===== src/rtl/tap_sequencer.sv =====
// tap_sequencer: walks a tap address through 0..N_TAPS-1 (up) or N_TAPS-1..0
// (down) once per frame. It supports an advance qualifier, looping frames, a
// one-cycle done pulse and a sticky overrun flag for starts that arrive while busy.
module tap_sequencer #(
  parameter  int N_TAPS = 8,
  localparam int AW     = $clog2(N_TAPS)
) (
  input  logic          clk,
  input  logic          reset,
  input  logic          start,
  input  logic          en,
  input  logic          dir,
  input  logic          loop,
  input  logic          clr_ovr,
  output logic [AW-1:0] addr,
  output logic          first,
  output logic          last,
  output logic          busy,
  output logic          done,
  output logic          overrun
);

  // The top address is computed from N_TAPS, so counting never leaves the
  // legal range when N_TAPS is not a power of two.
  localparam logic [AW-1:0] MAX_ADDR = AW'(N_TAPS - 1);

  typedef enum logic {IDLE, RUN} state_t;

  state_t        state_q, state_d;
  logic [AW-1:0] addr_q, addr_d;
  logic          dir_q, dir_d;
  logic          done_q, done_d;
  logic          ovr_q, ovr_d;

  logic [AW-1:0] start_val;
  logic [AW-1:0] end_val;

  // Frame endpoints follow the direction latched at frame start.
  assign start_val = dir_q ? MAX_ADDR : '0;
  assign end_val   = dir_q ? '0 : MAX_ADDR;

  // State register: reset asserts immediately, without waiting for a clock edge.
  always_ff @(posedge clk or negedge reset) begin
    if (!reset) begin
      state_q <= IDLE;
      addr_q  <= '0;
      dir_q   <= 1'b0;
      done_q  <= 1'b0;
      ovr_q   <= 1'b0;
    end else begin
      state_q <= state_d;
      addr_q  <= addr_d;
      dir_q   <= dir_d;
      done_q  <= done_d;
      ovr_q   <= ovr_d;
    end
  end

  // Next-state logic: sequencing, wrap/stop at the end value, and overrun handling.
  always_comb begin
    state_d = state_q;
    addr_d  = addr_q;
    dir_d   = dir_q;
    done_d  = 1'b0;
    ovr_d   = ovr_q;
    // The clear is applied first, so a set in the same cycle takes priority.
    if (clr_ovr) ovr_d = 1'b0;
    unique case (state_q)
      IDLE: begin
        if (start) begin
          state_d = RUN;
          dir_d   = dir;
          addr_d  = dir ? MAX_ADDR : '0;
        end
      end
      RUN: begin
        // A start during RUN, including during the exit cycle, never begins a frame.
        if (start) ovr_d = 1'b1;
        if (en) begin
          if (addr_q == end_val) begin
            done_d = 1'b1;
            if (loop) begin
              addr_d = start_val;
            end else begin
              state_d = IDLE;
              addr_d  = '0;
            end
          end else begin
            addr_d = dir_q ? (addr_q - AW'(1)) : (addr_q + AW'(1));
          end
        end
      end
      default: begin
        state_d = IDLE;
        addr_d  = '0;
      end
    endcase
  end

  // Output decode: first/last are combinational views of the registered state.
  always_comb begin
    busy    = (state_q == RUN);
    first   = busy && (addr_q == start_val);
    last    = busy && (addr_q == end_val);
    addr    = addr_q;
    done    = done_q;
    overrun = ovr_q;
  end

endmodule


===== config.mk =====
export PLATFORM = sky130hd
export DESIGN_NAME = tap_sequencer
export DESIGN_NICKNAME = d
export VERILOG_FILES = /design/src/rtl/tap_sequencer.sv
export SDC_FILE = /design/constraint.sdc
export NUM_CORES = 1
export LEC_CHECK = 0
export ABC_AREA = 1
export CAP_MARGIN = 20
export CORE_AREA = 4 4 41 43
export DETAILED_ROUTE_END_ITERATION = 6
export DIE_AREA = 0 0 45 47
export GPL_TIMING_DRIVEN = 0
export PLACE_DENSITY_LB_ADDON = 0.05
export SYNTH_ARGS = -nofsm -noshare
export SYNTH_HDL_FRONTEND = slang
export SYNTH_SLANG_ARGS = --single-unit

===== constraint.sdc =====
create_clock -name clk -period 1.78 [get_ports clk]
set_clock_uncertainty 0.1 [all_clocks]
set_input_delay 0.356 -clock clk [delete_from_list [all_inputs] [get_ports clk]]
set_output_delay 0.356 -clock clk [all_outputs]
set_load 0.02 [all_outputs]

==> results summary <==
Global routing used 11.88% of the available tracks across all layers. The global routing stage identified its most utilized layer as met2. The highest clock frequency the design can meet came out at 551.9 MHz. Counting flops and latches in the post-synthesis netlist gives 7.

The detailed-route via count is 423. Dividing the detail-routed via count by the number of cells gives 4.500. The first detailed-routing pass ran for 4 iterations. The via count of the first global-routing pass is 418. The clock transition at the register clock pins on the worst setup and hold paths after CTS is 0.05 ns. The TritonCTS clock tree is done. The global placement routability congestion came out at 0.7320. The number of cells after detailed placement is 87. Of the cells placed in the final design, the portion with a size suffix greater than 1 is 30.38%.

The final critical path takes up 101.8% of the cycle. The instance area at placement is 624.3 sq um. The number of nets with antenna violations after detailed routing is 0. The die is 45 microns wide. The remaining max-slew budget at the tightest pin is 74.56%. The count of maximum capacitance violations is 0. The mean post-synth cell area came out at 7.766 sq um.

The core area came out at 1301 sq um. The number of clock buffers inserted by TritonCTS came out at 3. The number of top-level pins is 15. In the layout the commonest cells are sky130_fd_sc_hd__nand2_1, sky130_fd_sc_hd__clkdlybuf4s50_1, sky130_fd_sc_hd__inv_1, sky130_fd_sc_hd__dfrtp_2, sky130_fd_sc_hd__buf_4. The cell family contributing the most delay on the critical path is flip-flops. The final count of pins violating max slew is 0. The number of buffers and inverters on the critical path is 1. The signal on the critical path passes through ha_4, nand3_4, nor2_4, buf_6.

The transition at the pin with the smallest max-transition slack is 0.3776 ns. The sequential share of the synthesized area is 38.89%. The total power is 1.450 mW.

The final reports fail on negative setup slack. Power spread over the standard cell area amounts to 2055 nW/um^2. The final worst setup slack is -0.03191 ns. The met3 layer usage reported by global route came out at 1.149%. Cells fill 54.23% of the core in the end. The number of antenna violations at the first check in global routing came out at 0. The H-tree depth is 1. The routed wire length is 1057 microns. The cell area after layout is 705.7 sq um. The antenna diode instance count is 0. The clock network latency to the later pin of the worst-skew pair is 0.25 ns. Data on the critical path arrives at its endpoint at 1.36 ns. For this run, global-route usage on met2 was measured as 18.93%. The count of endpoints failing setup in the final report is 2. OpenSTA, run right after detailed placement, puts the worst setup slack at -0.4780 ns. The cell area after technology mapping is 450.4 sq um. The flow ran to the end, but the final reports show violations. The met1 routing resource usage after global routing is 15.65%.

The first global-routing pass estimated 1814 microns of wire. Detailed placement finished with a half-perimeter wire length of 845.2 microns. Setup repair after global routing could not meet its margin everywhere. The peak per-stage delay on the critical path is 0.46 ns. Relative to the synthesized area, the layout overhead comes to 56.67%. The average detailed-routed wire length per instance is 11.24 microns. Counting along the longest clock path gives a buffer depth of 2.

The tightest min-delay check is of the in -> async type. The Yosys step of the flow raised 0 warnings. The total DRC errors in the routed layout came out at 0. The critical path data required time is 1.32 ns. The hold violation count in the final report came to 0.

Synthesis produced a netlist with a net count of 67. The effective utilization at floorplan came out at 34.62%. The critical path is of the reg -> out type.

The nature of the critical path startpoint is a register. The total of buffers placed on input and output ports came out at 14. The pin count of the biggest net entering global routing is 9. The leakage dissipation came out at 0.3486 nW. The floorplan row count came out at 13. In this run the vertical extent of the chip is 47 microns. In this run the clock root is driven by a sky130_fd_sc_hd__clkbuf_4. The count of placed standard cells in the final layout, fillers left out is 94. The floorplan die area came out at 2115 sq um.

The clock net sink count came out at 7. The distinct cell type count after synthesis is 19. The worst supply voltage drop on vdd came out at 0.7906 mV. The total overflow left after global routing is 0.

Of all nets on the critical path, the largest fanout is 6. The net count reported at finish came out at 89. The kind of end point of the critical path is an output port. For this design, the slowest cell found on the critical path is sky130_fd_sc_hd__dfrtp_2. After technology mapping, the gate count stands at 58.

The shortest period the worst path allows is 1.812 ns. The leading cell type in the layout, fill and taps excluded is sky130_fd_sc_hd__nand2_1. The number of design-rule violations left by the first detailed-router iteration is 3.
metal layers:
layer  part of all wire [%]  wire length (microns)
met5                      0                      0
met4                      0                      0
met3                    2.3                     24
met2                     50                    528
met1                     48                    504
metrics by stage:
step / hold slack (ns) / TNS, ns
floorplan: -0.03959 / 0
finish: 0.2748 / -0.03972
CTS: 0.2751 / -0.1042
global placement: 0.4220 / -0.9320
detailed placement: 0.4210 / -0.9396
global route: 0.2954 / -0.1876
layout make-up:
class                      count  area [sq um]
clock buffer                   4         26.28
inverter                       9         33.78
fill                         131         595.6
timing repair buffer          17         165.2
sequential                     7         180.2
multi-input combinational     42         281.5
tap                           15         18.77
path summary, 6_finish.rpt:
kind / start / to / slack (ns) / depth (start not counted)
setup / recovery: dir_q / last / -0.03 / 4
hold / removal: reset / dir_q / 0.27 / 1
setup reg to reg: dir_q / addr[2] / 0.11 / 9
hold reg to reg: overrun / overrun / 0.42 / 2
max in group asynchronous: reset / addr[2] / 1.04 / 1
min in group clk: overrun / overrun / 0.42 / 2
kinds of logic after synthesis:
| group | after synthesis | share of synthesized area [%] |
|---|---|---|
| buffers and inverters | 9 | 7.499 |
| and+or+nand+nor | 32 | 35.28 |
| adders and majority gates | 2 | 7.222 |
| AOI/OAI and AO/OA | 7 | 8.610 |
| muxes | 1 | 2.500 |
| DFF | 7 | 38.89 |
flip-flops by register name, summed over array words and instances (netlist names):
register and flops:
overrun 1, busy 1, addr 3, done 1, dir_q 1
power breakdown:
group	internal (mW)	switching, mW
Sequential	0.234	0.106
Combinational	0.439	0.529
Clock	0.0854	0.0564
what timing repair did:
item	CTS	global route
pin swaps	4	2
hold buffers	0	0
setup endpoints to repair	4	4
resized for setup	16	8
gates cloned	0	0
buffers inserted	2	1
synthesized netlist by cell type:
cell type	n	share of area, %
sky130_fd_sc_hd__a21oi_1	3	3.3
sky130_fd_sc_hd__a41oi_1	1	1.9
sky130_fd_sc_hd__dfrtp_1	7	39
sky130_fd_sc_hd__fa_1	1	4.4
sky130_fd_sc_hd__ha_1	1	2.8
sky130_fd_sc_hd__inv_1	8	6.7
sky130_fd_sc_hd__inv_2	1	0.83
sky130_fd_sc_hd__mux2_2	1	2.5
sky130_fd_sc_hd__nand2_1	18	15
sky130_fd_sc_hd__nand2_2	3	4.2
sky130_fd_sc_hd__nand2_4	1	2.5
sky130_fd_sc_hd__nand3_1	2	2.2
sky130_fd_sc_hd__nand3_4	1	3.9
sky130_fd_sc_hd__nand4_1	1	1.4
sky130_fd_sc_hd__nor2_1	4	3.3
sky130_fd_sc_hd__nor2_2	1	1.4
sky130_fd_sc_hd__nor4_1	1	1.4
sky130_fd_sc_hd__o21ai_0	2	2.2
sky130_fd_sc_hd__o21ai_1	1	1.1
No activity file was read; power rests on OpenSTA's default activity.
==> variant: new RTL, config.mk and constraints unchanged <==
Set the parameter `N_TAPS` to 16 (it was 8).
--- a/src/rtl/tap_sequencer.sv
+++ b/src/rtl/tap_sequencer.sv
@@ -3,5 +3,5 @@
 // one-cycle done pulse and a sticky overrun flag for starts that arrive while busy.
 module tap_sequencer #(
-  parameter  int N_TAPS = 8,
+  parameter  int N_TAPS = 16,
   localparam int AW     = $clog2(N_TAPS)
 ) (
Ports: changed (resized addr); port bits go from 15 to 16. The function was not compared with the original's and may differ.
==> variant against the unedited design <==
  * The run still ends with setup timing left
  * Count of clock-buffer cells in the layout decreased by 1
  * Cell area is 22% higher
  * Total power grew 34%
  * Routed wire length up 28%
  * Synthesized area is 26% higher
  * Setup slack lost 0.071 ns
  * Largest cell class unchanged
  * Sequential cell count rose by 1
  * Global-route usage grew 3.0 points
==> variant: results <==
export IMPL_status="finished with violations"
export IMPL_violations="setup timing"
export IMPL_dp_cells=108
export IMPL_place_congestion=0.813
export IMPL_grt_pass1_wl_um=2250
export IMPL_finalSetupViolations=2
export IMPL_cp_max_fo=5
export IMPL_post_dp_cell_area_um2=752
export IMPL_peakVddDrop_mv=1.45
export IMPL_synth_area_mux_share_pct=0
export IMPL_yosysSeqAreaShare_pct=35.2
export IMPL_hpwl_um=1010
export IMPL_vias=561
export IMPL_multiInputGateArea_um2=369
export IMPL_portBuffers=15
export IMPL_p_leak_nw=0.441
export IMPL_synth_xor_area_share_pct=1.54
export IMPL_setup_slack_ns=-0.103
export IMPL_synthTopCellsByCount="24 x nand2_1, 8 x dfrtp_1, 7 x inv_1, 6 x nor2_1"
export IMPL_synthAdderAreaFrac_pct=7.91
export IMPL_synth_area_leaders="dfrtp_1 35%, nand2_1 16%, inv_1 4.6%"
export IMPL_synth_cells=78
export IMPL_finalSetupTns_ns=-0.203
export IMPL_synth_nets=88
export IMPL_largest_reg_flops=4
export IMPL_worstMarginPinSlew_ns=0.368
export IMPL_preCtsSetupSlack_ns=-0.548
## variant: cell types whose count changed in the layout (fill, tap and decap cells not counted), moves of 3 or more
cell	before	now
nand3_2	0	3
nand2_1	18	22
dfrtp_2	4	1
dfrtp_1	3	7
## variant: what timing repair did
| item | 4_1_cts | 5_1_grt |
|---|---|---|
| setup endpoints to repair | 3 | 5 |
| endpoints found under the hold margin | 0 | 0 |
| gates resized for setup | 18 | 9 |
| buffers inserted | 3 | 2 |
| pin swaps | 2 | 0 |
## variant: final timing paths
check	from	end	slack (ns)	depth (start not counted)
hold / removal	reset	busy	0.29	1
setup / recovery	dir_q	first	-0.10	3
hold reg to reg	overrun	overrun	0.43	2
setup reg to reg	dir_q	addr[3]	0.13	9
min in group clk	overrun	overrun	0.43	2
max in group asynchronous	reset	dir_q	1.00	1
## variant: cell families (layout without fill, tap and decap cells)
| logic type | after synthesis | count (layout) |
|---|---|---|
| simple gates | 43 | 43 |
| compound gates | 9 | 9 |
| fa+ha+maj | 3 | 3 |
| buf+inv | 14 | 37 |
| flops | 8 | 8 |
| xor+xnor | 1 | 1 |
## variant: area by class of cell
cell class | instances | share of cell area (%)
clock buffer | 3 | 2.61
inverter | 13 | 6.23
timing repair buffer | 20 | 21.6
tap | 15 | 2.17
multi-input combinational | 56 | 42.8
sequential | 8 | 23.3
buffer | 1 | 1.30
## variant: power by group through the flow
stage	combinational, mW	sequential (mW)	clock (mW)
floorplan	0.769	0.400	0
global placement	1.13	0.342	0
detailed placement	1.14	0.342	0
CTS	1.27	0.365	0.141
global route	1.59	0.384	0.147
finish	1.44	0.371	0.133
## variant: per-layer routing
layer,up-vias,wire [um],track usage (%)
met5,-,0,0
met4,0,0,7.02
met3,0,47,2.30
met2,9,695,25.7
met1,255,614,18.1
li1,297,-,-
